File: config.mk
export PLATFORM = sky130hd
export DESIGN_NAME = cla_serial_add_ctrl
export DESIGN_NICKNAME = d
export VERILOG_FILES = /design/src/rtl/cla_serial_add_ctrl.sv
export SDC_FILE = /design/constraint.sdc
export NUM_CORES = 1
export LEC_CHECK = 0
export ABC_CLOCK_PERIOD_IN_PS = 3000
export BUFFER_PORTS_ARGS = -buffer_cell sky130_fd_sc_hd__clkbuf_2
export CORE_MARGIN = 3
export CORE_UTILIZATION = 55
export DETAILED_ROUTE_END_ITERATION = 10
export GPL_ROUTABILITY_DRIVEN = 0
export HOLD_SLACK_MARGIN = 0.08
export PLACE_DENSITY = 0.79
export REMOVE_ABC_BUFFERS = 1
export SYNTH_ARGS = -nofsm -noshare
export SYNTH_HDL_FRONTEND = slang
export SYNTH_HIERARCHICAL = 1
export SYNTH_SLANG_ARGS = --single-unit
File: constraint.sdc
create_clock -name clk -period 3 [get_ports clk]
set_clock_uncertainty 0.1 [all_clocks]
set_input_delay 0 -clock clk [delete_from_list [all_inputs] [get_ports clk]]
set_output_delay 0 -clock clk [all_outputs]
set_load 0.1 [all_outputs]
File: src/rtl/cla_serial_add_ctrl.sv
// ============================================================================
// Module   : cla_serial_add_ctrl (with helper cla4_slice)
// Purpose  : WIDTH-bit adder built from one 4-bit CLA slice, one nibble per clock.
//            Optional subtract/overflow ports are enabled with CLA_SERIAL_SUB_EN.
// Revision : 1.0 - initial release
// ============================================================================
`default_nettype none

module cla4_slice (
    input  logic [3:0] a,
    input  logic [3:0] b,
    input  logic       ci,
    output logic [3:0] s,
    output logic       co
);
    logic [3:0] w_g;
    logic [3:0] w_p;
    logic [3:0] w_c;

    assign w_g = a & b;
    assign w_p = a ^ b;

    assign w_c[0] = ci;
    assign w_c[1] = w_g[0] | (w_p[0] & ci);
    assign w_c[2] = w_g[1] | (w_p[1] & w_g[0]) | (w_p[1] & w_p[0] & ci);
    assign w_c[3] = w_g[2] | (w_p[2] & w_g[1]) | (w_p[2] & w_p[1] & w_g[0])
                  | (w_p[2] & w_p[1] & w_p[0] & ci);
    assign co     = w_g[3] | (w_p[3] & w_g[2]) | (w_p[3] & w_p[2] & w_g[1])
                  | (w_p[3] & w_p[2] & w_p[1] & w_g[0])
                  | (w_p[3] & w_p[2] & w_p[1] & w_p[0] & ci);

    assign s = w_p ^ w_c;
endmodule

module cla_serial_add_ctrl #(
    parameter int WIDTH = 16
) (
    input  logic             clk,
    input  logic             rst,
    input  logic             in_valid,
    output logic             in_ready,
    input  logic [WIDTH-1:0] a,
    input  logic [WIDTH-1:0] b,
    input  logic             cin,
    output logic             out_valid,
    input  logic             out_ready,
    output logic [WIDTH-1:0] sum,
    output logic             cout,
`ifdef CLA_SERIAL_SUB_EN
    input  logic             sub,
    output logic             ovf,
`endif
    output logic             busy
);
    localparam int NIB = WIDTH / 4;
    localparam int CW  = (NIB > 1) ? $clog2(NIB) : 1;
    localparam logic [CW-1:0] c_last = CW'(NIB - 1);

    typedef enum logic [1:0] {
        IDLE = 2'd0,
        RUN  = 2'd1,
        DONE = 2'd2
    } state_t;

    state_t            r_state;
    state_t            w_next;
    logic              w_accept;
    logic              w_last;
    logic              w_run;

    logic [WIDTH-1:0]  r_a_sh;
    logic [WIDTH-1:0]  r_b_sh;
    logic [WIDTH-1:0]  r_sum_sh;
    logic              r_carry;
    logic [CW-1:0]     r_cnt;
    logic [WIDTH-1:0]  r_sum;
    logic              r_cout;

    logic [WIDTH-1:0]  w_b_in;
    logic              w_c_in;
    logic [3:0]        w_s;
    logic              w_co;

`ifdef CLA_SERIAL_SUB_EN
    logic              r_ovf;
    logic              w_c3;

    // Subtraction is a + ~b + 1; the carry-in port is overridden.
    assign w_b_in = sub ? ~b : b;
    assign w_c_in = sub ? 1'b1 : cin;
    // Carry into the MSB recovered from the slice's top sum bit.
    assign w_c3   = r_a_sh[3] ^ r_b_sh[3] ^ w_s[3];
    assign ovf    = r_ovf;
`else
    assign w_b_in = b;
    assign w_c_in = cin;
`endif

    cla4_slice u_slice (
        .a  (r_a_sh[3:0]),
        .b  (r_b_sh[3:0]),
        .ci (r_carry),
        .s  (w_s),
        .co (w_co)
    );

    always_ff @(posedge clk or posedge rst) begin
        if (rst) begin
            r_state <= IDLE;
        end else begin
            r_state <= w_next;
        end
    end

    always_comb begin
        w_next    = r_state;
        in_ready  = 1'b0;
        out_valid = 1'b0;
        w_run     = 1'b0;
        w_accept  = 1'b0;
        w_last    = 1'b0;
        case (r_state)
            IDLE: begin
                in_ready = 1'b1;
                if (in_valid) begin
                    w_accept = 1'b1;
                    w_next   = RUN;
                end
            end
            RUN: begin
                w_run = 1'b1;
                if (r_cnt == c_last) begin
                    w_last = 1'b1;
                    w_next = DONE;
                end
            end
            DONE: begin
                out_valid = 1'b1;
                if (out_ready) begin
                    w_next = IDLE;
                end
            end
            default: w_next = IDLE;
        endcase
    end

    assign busy = w_run;

    always_ff @(posedge clk or posedge rst) begin
        if (rst) begin
            r_a_sh   <= '0;
            r_b_sh   <= '0;
            r_sum_sh <= '0;
            r_carry  <= 1'b0;
            r_cnt    <= '0;
            r_sum    <= '0;
            r_cout   <= 1'b0;
`ifdef CLA_SERIAL_SUB_EN
            r_ovf    <= 1'b0;
`endif
        end else if (w_accept) begin
            r_a_sh  <= a;
            r_b_sh  <= w_b_in;
            r_carry <= w_c_in;
            r_cnt   <= '0;
        end else if (w_run) begin
            r_a_sh   <= {4'b0000, r_a_sh[WIDTH-1:4]};
            r_b_sh   <= {4'b0000, r_b_sh[WIDTH-1:4]};
            r_sum_sh <= {w_s, r_sum_sh[WIDTH-1:4]};
            r_carry  <= w_co;
            r_cnt    <= r_cnt + CW'(1);
            // Result registers update only on the final nibble so they hold through IDLE.
            if (w_last) begin
                r_sum  <= {w_s, r_sum_sh[WIDTH-1:4]};
                r_cout <= w_co;
`ifdef CLA_SERIAL_SUB_EN
                r_ovf  <= w_c3 ^ w_co;
`endif
            end
        end
    end

    assign sum  = r_sum;
    assign cout = r_cout;
endmodule

`default_nettype wire

Word level (Yosys, flattened, before mapping) --
Index checks and enable logic that the tools add are counted.
Storage, ports and cells: logic and storage cells 69, output and inout bits 20, input port bits 37, bits in registers 70
Cells by class: reductions and logical operators 5, muxes and demuxes 19, $add $sub $neg 1, bitwise gates (word level) 30, equality and inequality tests 6
Operators by type and width (count):
- $mux W16 | 4
- $and A1 B1 Y1 | 16
- $mux W2 | 5
- $or A1 B1 Y1 | 10
- $mux W1 | 9
- $xor A4 B4 Y4 | 2
- $ne A2 B2 Y1 const B | 3
- $pmux W2 S3 | 1
- $reduce_and A3 Y1 | 2
- $and A4 B4 Y4 | 1
- $eq A2 B2 Y1 const B | 2
- $add A2 B1 Y2 const B | 1
- $eq A2 B1 Y1 const B | 1
- $logic_not A2 Y1 | 1
- $reduce_and A2 Y1 | 1
- $reduce_bool A2 Y1 | 1
- $not A1 Y1 | 1

Longest topological paths before layout --
word-level depth 8, mapped depth 7, gate-level depth less buffers 6

By module --
The synthesis kept the hierarchy.
By module, submodules not included:
- cla_serial_add_ctrl | instances 1, seq. area each 1651.6 um^2, area an instance 2832.7 um^2, cells an instance 261
- cla4_slice | instances 1, seq. area each 0.0 um^2, area an instance 147.6 um^2, cells an instance 17

Worst setup path before layout --
Ideal clock, no wire load.
kind register to register, start point register r_state[1], end point register r_a_sh[11], period minus slack after synthesis 2500 ps, path buffers 1, required time 2777 ps, arrival time 2278 ps, setup time 123 ps, slack 500 ps, stages on the path, launching flop included 5, cells stage by stage dfrtp_1 -> clkbuf_1 -> nor2_1 -> nand3b_1 -> o221a_2
On the way: longest elaborated chain between the ends 3, elaborated cells between the ends (all ways) 6, those cells by class eq/ne: 1; mux: 3; reduce/logical: 2
Ends and longest elaborated chain:
- start: declaration | line 65 | state_t r_state;
- start signal: assignment | line 111 | r_state <= w_next;
- $eq A2 B1 Y1 / $logic_not A2 Y1 (equally long branches) | line 122 | case (r_state)
- $mux W1 | line 122
- $reduce_bool A2 Y1 (no source line) / $mux W16 (equally long branches)
- end signal: assignment | line 167 | r_a_sh <= {4'b0000, r_a_sh[WIDTH-1:4]};
- end: declaration | line 71 | logic [WIDTH-1:0] r_a_sh;
Parallel ways exist; a longest one is shown, timed or not. A chain may end at the register's enable or synchronous reset.

Worst setup path after layout --
start point register r_state[1], end point output out_valid
On the way: longest elaborated chain between the ends 2
Ends and longest elaborated chain:
- $eq A2 B2 Y1 | line 122
- $mux W1 | line 122
- end: declaration | line 45 | output logic out_valid,
Every way passes these cells.

==> results.md <==
- Status: finished, final reports clean
- Most common cell after layout, fill and taps aside: dfrtp_1
- FF/Latch Area: 1652 um^2
- Setup ws final: 0.8512 ns
- Post-CTS Resized: 0
- EDFF count, synth: 0
- CTS clk-pin slew, worst paths: 0.07 ns
- Unique masters post-synth: 36
- Syn_area_per_cell: 10.72 um^2
- R2r setup slk: 0.92 ns
- DRC Markers: 0
- Fin area: 3840 um^2
- CTS Buf Count: 9
- Final worst path period need: ~2.1 ns
- Placement Cell Area: 3266 um^2
- Final setup vio count: 0
- Fin cells: around 440
- Max Cap Viol: 0
- Die footprint: 6338 um^2
- Max FO, Critical Path: 24
- Dpl cells: 386
- # rows: 26
- First-pass GRT wire length: 11.82 mm
- Worst relative slew slack: 39.71%
- #FFs+latches synth: 66
- Routed len/inst: approximately 16 um
- CTS Hold Buffers Added: 37
- Post-DRT Antenna Nets: 0
- Vias/cell: 5.551
- Final worst path period share: a little under three quarters
- Synth area leader: dfrtp_1
- Peak Freq: roughly 470 MHz
- Area Overhead vs Synth: 28.84%
- H-tree levels: 3
- Final WL: roughly 7 mm
- Element type at the critical path end: output port
- Drt initial violations: 145
- Startpoint Class: flop
- Clock Latency Late Sink: 0.34 ns
- Required @ worst endpoint: approximately 2.9 ns
- Crit path DAT: a little over 2 ns
- Routed via count: around 2400
- Crit Path Class: reg -> out
- Synth Flop Type: dfrtp_1
- Setup Fix Bufs, Post-CTS: 0
- Slew @ Worst Pin: 0.9044 ns
- Multi-input gate area: 1192 um^2
- Slew Limit Fails: 0
- CTS tree: done
- Chip height: 79.61 um
- Final Hold Viols: 0
- Setup TNS: 0 ns
- Starting Density: between 50 and 60%
- Buffers on Ports: 56
- Core ar.: 5172 um^2
- Largest net degree at the start of global routing: between 60 and 70
- Synthesized area: a little under 3000 um^2
- Antenna violations before repair: 0
- Commonest cells after routing, fill and taps aside: 66 x dfrtp_1, 56 x clkbuf_2, 42 x nand2_1
- Vias in the first global route: 2417
- Clk root buf: clkbuf_8
- Total global-route track usage: 24.45%
- Share of post-route cells with drive strength above 1: 26.02%
- Max Root-Sink Buffers: 2
- Ports: between 50 and 60
- Place WS: 0.9384 ns
- Syn Inst Count: between 200 and 300
- Yosys top cell area share: 55.42%
- GRT Residual Overflow: 0
- Die width: 79.61 um
- DP HPWL: between 4 and 5 mm
- Top cells by area, synth: dfrtp_1 55%, nand2_1 5.3%, o22ai_1 4.6%
- Synthesis Warnings: 6
- Final net count: 407
- Async set-reset flop share out of synthesis: 100.0%
- Drt pass-1 iters: 4
- Clock sinks: 66
- ANT cells: 0
- FILL cells: 364
- Register area share after synthesis: about 55%
- Hold Path Class: in -> reg
- Unrepaired setup endpoints after global routing: false
-- synthesized netlist by cell type (all sizes together) (2+ instances only) --
master and count:
o21ai 13, nand2b 2, a21oi 4, nand3 2, nor2 19, o22a 2, nand2 43, a21o 3
dfrtp 66, inv 9, nor3b 2, ha 5, mux2 17, xnor2 2, nor3 21, buf 6
clkbuf 14, o22ai 22, o32ai 15
-- worst paths after layout --
check / startpoint / endpoint / cells past startpoint
worst max-delay path: r_state[1] / out_valid / 3
worst min-delay path: in_valid / r_b_sh[5] / 3
worst max register to register: r_state[1] / sum[15] / 4
worst min register to register: r_sum_sh[6] / r_sum_sh[6] / 2
max in group asynchronous: rst / sum[5] / 4
min in group asynchronous: rst / sum[7] / 4
-- layout make-up --
type | instances | area share [%]
Timing Repair Buffer | 95 | 17.33
Clock buffer | 11 | 3.943
Tap cell | 70 | 2.281
Clock inverter | 5 | 1.369
Multi-Input combinational cell | 183 | 31.05
Inverter | 9 | 1.010
Sequential cell | 66 | 43.01
-- per-stage QoR --
step / hold WS, ns / util [%]
2_1_floorplan: -0.01373 / -
3_3_place_gp: 0.1242 / 63.14
3_5_place_dp: 0.1135 / 63.14
4_1_cts: 0.09780 / 74.24
5_1_grt: 0.1432 / 74.24
6_report: 0.1123 / 74.24
-- kinds of logic (layout without fill, tap and decap cells) --
kind of cell / Yosys count / after routing / synth area share (%)
adders and majority gates: 6 / 6 / 2.771
AOI/OAI and AO/OA: 65 / 65 / 15.03
DFF: 66 / 66 / 55.42
xor gates and xnor gates: 3 / 3 / 0.8818
buffers and inverters: 29 / 120 / 4.576
and+or+nand+nor: 92 / 92 / 13.77
muxes: 17 / 17 / 7.557
-- layer usage --
metal  vias up  wire length (um)  global-route usage (%)  share of wire (%)
met2        98              3356                   37.48                 49
li1       1170                 -                       -                  -
met4         0               141                   12.54                2.1
met3        15               427                   5.982                6.2
met1      1154              2917                   32.21                 43
met5         -                 0                       0                  0
-- state kept, by name, indices dropped and copies added (netlist names) --
| signal | cells |
|---|---|
| r_cnt | 2 |
| sum | 16 |
| cout | 1 |
| r_carry | 1 |
| r_b_sh | 16 |
| r_a_sh | 16 |
| r_sum_sh | 12 |
| r_state | 2 |
-- worst max-delay path, stage by stage (launching register included) --
cell      delay (ns)
dfrtp_1         0.58
inv_1           0.45
nor2_1          0.19
clkbuf_2        0.48
Power is not shown: default switching activity piles up to over one toggle a cycle in this logic, so the estimate is an artifact.
